<file path="config.mk">
export PLATFORM = sky130hd
export DESIGN_NAME = hamming_enc_flat
export DESIGN_NICKNAME = d
export VERILOG_FILES = /design/src/rtl/hamming_pkg.sv /design/src/rtl/hamming_enc_if.sv /design/src/rtl/hamming_fifo.sv /design/src/rtl/hamming_enc.sv /design/src/flat_wrapper.sv
export SDC_FILE = /design/constraint.sdc
export NUM_CORES = 1
export LEC_CHECK = 0
export ABC_AREA = 1
export CAP_MARGIN = 20
export CORE_ASPECT_RATIO = 0.7
export CORE_UTILIZATION = 57
export DETAILED_ROUTE_END_ITERATION = 10
export PLACE_DENSITY = 0.83
export SLEW_MARGIN = 5
export SYNTH_ARGS = -nofsm -noshare
export SYNTH_HDL_FRONTEND = slang
export SYNTH_SLANG_ARGS = --single-unit
</file>
<file path="constraint.sdc">
create_clock -name clk -period 2.47 [get_ports clk]
set_clock_uncertainty 0.2 [all_clocks]
set_input_delay 0.494 -clock clk [delete_from_list [all_inputs] [get_ports clk]]
set_output_delay 0.494 -clock clk [all_outputs]
set_load 0.02 [all_outputs]
</file>
<file path="src/rtl/hamming_pkg.sv">
// rtl/hamming_pkg.sv - Hamming(7,4) widths, parity positions and encode function
package hamming_pkg;
    localparam int DATA_W = 4;
    localparam int CODE_W = 7;
    localparam int P0_POS = 0;
    localparam int P1_POS = 1;
    localparam int P3_POS = 3;

    function automatic logic [CODE_W-1:0] hamming_encode(input logic [DATA_W-1:0] d);
        logic [CODE_W-1:0] c;
        c         = '0;
        c[2]      = d[0];
        c[4]      = d[1];
        c[5]      = d[2];
        c[6]      = d[3];
        c[P0_POS] = d[0] ^ d[1] ^ d[3];
        c[P1_POS] = d[0] ^ d[2] ^ d[3];
        c[P3_POS] = d[1] ^ d[2] ^ d[3];
        return c;
    endfunction
endpackage

</file>
<file path="src/rtl/hamming_enc_if.sv">
// rtl/hamming_enc_if.sv - nibble input and codeword output handshake bundle
interface hamming_enc_if;
    import hamming_pkg::*;

    logic              in_valid;
    logic              in_ready;
    logic [DATA_W-1:0] in_data;
    logic              out_valid;
    logic              out_ready;
    logic [CODE_W-1:0] d_hamm;

    modport slave (
        input  in_valid, in_data, out_ready,
        output in_ready, out_valid, d_hamm
    );

    modport master (
        output in_valid, in_data, out_ready,
        input  in_ready, out_valid, d_hamm
    );
endinterface

</file>
<file path="src/rtl/hamming_fifo.sv">
// rtl/hamming_fifo.sv - DEPTH-entry codeword FIFO with occupancy count
module hamming_fifo
    import hamming_pkg::*;
#(
    parameter int DEPTH = 2
) (
    input  logic                     clk,
    input  logic                     rst_n,
    input  logic                     push_i,
    input  logic [CODE_W-1:0]        wdata_i,
    input  logic                     pop_i,
    output logic [CODE_W-1:0]        rdata_o,
    output logic [$clog2(DEPTH):0]   occ_o,
    output logic                     full_o,
    output logic                     empty_o
);
    localparam int AW = $clog2(DEPTH);

    logic [CODE_W-1:0] mem_q [DEPTH];
    logic [AW-1:0]     wr_q, wr_d, rd_q, rd_d;
    logic [AW:0]       occ_q, occ_d;
    logic [CODE_W-1:0] last_q, last_d;
    logic              push_ok, pop_ok;

    assign full_o  = (occ_q == (AW+1)'(DEPTH));
    assign empty_o = (occ_q == '0);
    assign push_ok = push_i && !full_o;
    assign pop_ok  = pop_i && !empty_o;

    always_comb begin
        wr_d   = wr_q;
        rd_d   = rd_q;
        occ_d  = occ_q;
        last_d = last_q;
        if (push_ok) wr_d = wr_q + 1'b1;
        if (pop_ok) begin
            rd_d   = rd_q + 1'b1;
            last_d = mem_q[rd_q];
        end
        if (push_ok && !pop_ok) occ_d = occ_q + 1'b1;
        else if (!push_ok && pop_ok) occ_d = occ_q - 1'b1;
    end

    always_ff @(posedge clk or negedge rst_n) begin
        if (!rst_n) begin
            wr_q   <= '0;
            rd_q   <= '0;
            occ_q  <= '0;
            last_q <= '0;
            for (int i = 0; i < DEPTH; i++) mem_q[i] <= '0;
        end else begin
            wr_q   <= wr_d;
            rd_q   <= rd_d;
            occ_q  <= occ_d;
            last_q <= last_d;
            if (push_ok) mem_q[wr_q] <= wdata_i;
        end
    end

    // When drained, keep presenting the most recently consumed codeword.
    assign rdata_o = empty_o ? last_q : mem_q[rd_q];
    assign occ_o   = occ_q;
endmodule

</file>
<file path="src/rtl/hamming_enc.sv">
// rtl/hamming_enc.sv - buffered Hamming(7,4) encoder; ERR_INJECT_EN adds err_en/err_pos bit-flip injection
module hamming_enc
    import hamming_pkg::*;
#(
    parameter int DEPTH = 2
) (
    input  logic                   clk,
    input  logic                   rst_n,
    hamming_enc_if.slave           bus,
    output logic [$clog2(DEPTH):0] occ
`ifdef ERR_INJECT_EN
    ,
    input  logic                   err_en,
    input  logic [2:0]             err_pos
`endif
);
    logic [CODE_W-1:0] clean_code;
    logic [CODE_W-1:0] store_code;
    logic              full, empty;

    assign clean_code = hamming_encode(bus.in_data);

`ifdef ERR_INJECT_EN
    // err_pos of 7 lies outside the codeword and means no flip.
    assign store_code = clean_code ^ ((err_en && err_pos != 3'd7) ? (CODE_W'(1) << err_pos) : '0);
`else
    assign store_code = clean_code;
`endif

    hamming_fifo #(.DEPTH(DEPTH)) u_fifo (
        .clk     (clk),
        .rst_n   (rst_n),
        .push_i  (bus.in_valid),
        .wdata_i (store_code),
        .pop_i   (bus.out_ready),
        .rdata_o (bus.d_hamm),
        .occ_o   (occ),
        .full_o  (full),
        .empty_o (empty)
    );

    assign bus.in_ready  = !full;
    assign bus.out_valid = !empty;
endmodule

</file>
<file path="src/flat_wrapper.sv">
// flat-port wrapper written by rule: the top's interface ports become plain ports
module hamming_enc_flat import hamming_pkg::*;
#(
    parameter int DEPTH = 2
)
  (clk, rst_n, occ, bus_in_valid, bus_in_data, bus_out_ready, bus_in_ready, bus_out_valid, bus_d_hamm);
  hamming_enc_if bus_i ();
  input  logic clk;
  input  logic rst_n;
  output logic [$clog2(DEPTH):0] occ;
  input wire logic [$bits(bus_i.in_valid)-1:0] bus_in_valid;
  input wire logic [$bits(bus_i.in_data)-1:0] bus_in_data;
  input wire logic [$bits(bus_i.out_ready)-1:0] bus_out_ready;
  output wire logic [$bits(bus_i.in_ready)-1:0] bus_in_ready;
  output wire logic [$bits(bus_i.out_valid)-1:0] bus_out_valid;
  output wire logic [$bits(bus_i.d_hamm)-1:0] bus_d_hamm;
  assign bus_i.in_valid = bus_in_valid;
  assign bus_i.in_data = bus_in_data;
  assign bus_i.out_ready = bus_out_ready;
  assign bus_in_ready = bus_i.in_ready;
  assign bus_out_valid = bus_i.out_valid;
  assign bus_d_hamm = bus_i.d_hamm;
  hamming_enc #(.DEPTH(DEPTH)) u_core (.clk(clk), .rst_n(rst_n), .bus(bus_i), .occ(occ));
endmodule
</file>
==> key figures, run 1 <==
Global routing
  – Global route total overflow: 0
  – Global-route wire length before repair: 4.15 mm
  – Total track usage: 0.220
  – Vias in the first global route: 956
  – Pin count of the biggest net entering global routing: 26
  – Antenna violations before repair: 0

Setup path
  – CP endpoint kind: output port
  – Setup crit start kind: flop
  – Arr. time, crit path: 1630 ps
  – R2R depth: 9
  – R2r setup slk: 730 ps
  – WS Path Type: reg2out
  – Worst R2R End: u_core.u_fifo.occ_o[1]$_DFFE_PN0P_
  – Critical path startpoint: u_core.u_fifo.occ_o[1]$_DFFE_PN0P_
  – Reg-to-Reg Start: u_core.u_fifo.occ_o[0]$_DFFE_PN0P_
  – WP data required: 1780 ps
  – Worst setup path endpoint: bus_out_valid
  – Crit path max fanout: 16

Routing
  – DRC: 0
  – Drt first pass iters: 4
  – Post-route ant nets: 0
  – Initial DRC count: 56
  – Post-Route WL: 2.46 mm
  – Average routed wire per standard cell: 10.9 um
  – Via/cell ratio: 4.85
  – Vias: 1,091

Logic synthesis
  – Mux cell area share after synthesis: 0
  – Synth cell types: 20
  – Syn_area_per_cell: 7.76 um2
  – Yosys reg bits: 25
  – Synth Instances: 174
  – Largest family of logic cells by synthesized area: simple AND/OR/NAND/NOR gates
  – Top cell type by total area after synthesis: dfrtp_1
  – Sequential share of the synthesized area: 0.463
  – Simple-gate share of the synthesized area: 0.316
  – Top post-synthesis cells by area: dfrtp_1 (46%), nand2_1 (22%), o21ai_2 (6.5%)
  – Syn nets: 183
  – Synth Area in XOR/XNOR: 0.0130
  – Post-Syn Area: 1350 um2
  – Complex-gate fraction of the synthesized area: 0.109
  – Adder-cell share of the synthesized area: 0.00927
  – Yosys top cell area share: 0.463
  – Yosys warning count: 0

Floorplan
  – Full die area: 2570 um2
  – Core Rows: 14
  – Die height: 42.7 um
  – Initial core utilization: 0.617
  – Core area: 2190 um2
  – Die width: 60.2 um
  – # IOs: 19

Placed design
  – Port Buffer Count: 18
  – Cells after DPL: 221
  – Hpwl dp: 1.87 mm
  – RD Place Congestion: 0.794

Clocking
  – Post_cts resized: 9
  – CTS Buffer Depth: 2
  – Hold_buf cts: 0
  – CTS Sinks: 25
  – Worst-path clk slew: 140 ps
  – Clk Latency, worst-skew pair: 320 ps
  – CTS buffer count: 3
  – Post-CTS Setup Inserts: 0
  – CTS root buf: clkbuf_4
  – H-tree lvl count: 1
  – TritonCTS clock tree: yes

Timing
  – Final Hold Fails: 0
  – Final Critical Period: 2320 ps
  – Max-slew violations: 0
  – Fin crit share: 0.940
  – Worst-Margin Slew: 315 ps
  – Max Clock Freq: 431 MHz
  – Worst slew margin: 0.790
  – Worst hold margin: 294 ps
  – Setup_tns: 0 ps
  – Final setup violation count: 0
  – RSZ-0062 raised after global routing: false

Pwr
  – PwrDens: 1290 nW/um2
  – Maximum VDD drop: 626 uV
  – Leakage: 0.823 nW

Hold path
  – Hold Crit Class: reg2reg

Cells and area
  – Filler cells: 190
  – ANT cells: 0
  – Post-Layout Cell Count: 225
  – Area grow syn2layout: 16.1%
  – Number of nets in the layout: 203
  – Share of post-route cells with drive strength above 1: 0.155

Job
  – Max_cap viols: 0

Run status
  – Status: completed
## how the worst min path moves through the flow
stage | from | to | cells after the start
after floorplan | rst_n | u_core.u_fifo.last_q[0]$_DFFE_PN0P_ | 0
after global placement | u_core.u_fifo.mem_q[2]$_DFFE_PN0P_ | u_core.u_fifo.mem_q[2]$_DFFE_PN0P_ | 2
after detailed placement | u_core.u_fifo.mem_q[2]$_DFFE_PN0P_ | u_core.u_fifo.mem_q[2]$_DFFE_PN0P_ | 2
after CTS | u_core.u_fifo.mem_q[2]$_DFFE_PN0P_ | u_core.u_fifo.mem_q[2]$_DFFE_PN0P_ | 2
after global routing | rst_n | u_core.u_fifo.last_q[5]$_DFFE_PN0P_ | 2
final | u_core.u_fifo.mem_q[2]$_DFFE_PN0P_ | u_core.u_fifo.mem_q[2]$_DFFE_PN0P_ | 2
## layer usage
layer	global-route usage	wire length [um]	up-vias
li1	-	-	571
met1	0.305	1190	493
met2	0.338	1110	25
met3	0.0640	143	2
met4	0.0512	11	0
met5	0	0	-
## placed cells by master, fill, tap and decap left out, drive strengths merged, types with 2 or more instances in the layout
cell and instances:
dlygate4sd2 7, dfrtp 25, clkbuf 3, inv 21, clkdlybuf4s50 11, o21ai 22, nand2 87, nand3 7
nor2 2
## cell families after synthesis
family | after synthesis
DFF | 25
adders and majority gates | 1
AOI/OAI and AO/OA | 22
and+or+nand+nor | 98
xor gates and xnor gates | 2
buffers and inverters | 26
## cell type report
cell class / count / area, um2 / share of cell area
inverters: 22 / 87.6 / 0.0559
clock inverters: 1 / 7.51 / 0.00479
well taps: 32 / 40.0 / 0.0255
flip-flops and latches: 25 / 627 / 0.400
multi-input cells: 123 / 604 / 0.385
repair buffers: 19 / 179 / 0.114
clock buffers: 3 / 22.5 / 0.0144
## flip-flops by register name, summed over array words and instances, names as in the netlist
| register | flops |
|---|---|
| u_core.u_fifo.occ_o | 2 |
| u_core.u_fifo.last_q | 7 |
| u_core.u_fifo.mem_q | 14 |
| u_core.u_fifo.rd_q | 1 |
| u_core.u_fifo.wr_q | 1 |
## Yosys cell counts, drive strengths merged
cell and n:
nand3 7, nand2 87, dfrtp 25, or2 1
xor2 1, ha 1, nand4 1, xnor2 1
clkinv 1, o21ai 22, buf 4, nor2 2
inv 21
## critical path, stage by stage, from the launching register on
cell	delay, ps
dfrtp_1	440
inv_2	70
nand2_4	160
clkdlybuf4s50_1	630
## report_power, final
group | internal [W] | total (W) | switching, W | leakage, nW
Clock | 0.0000618 | 0.000186 | 0.000124 | 0.0139
Combinational | 0.000416 | 0.00110 | 0.000686 | 0.498
Sequential | 0.000600 | 0.000729 | 0.000129 | 0.310
Total | 0.00108 | 0.00202 | 0.000940 | 0.823
## stage by stage
step           total power [W]  utilization  area, um2  setup WS (ps)
2_1_floorplan          0.00153            -       1350            415
3_3_place_gp           0.00187        0.706       1550            247
3_5_place_dp           0.00191        0.706       1550            233
4_1_cts                0.00203        0.716       1570            141
5_1_grt                0.00219        0.716       1570           50.8
6_report               0.00202        0.716       1570            149
Note: power is estimated with default switching activity, not from simulation.
==> run 2: changes to the inputs <==
- TNS_END_PERCENT: default -> 5
==> results of run 2 <==
Final layout, timing and power as in run 1 (identical DEF).
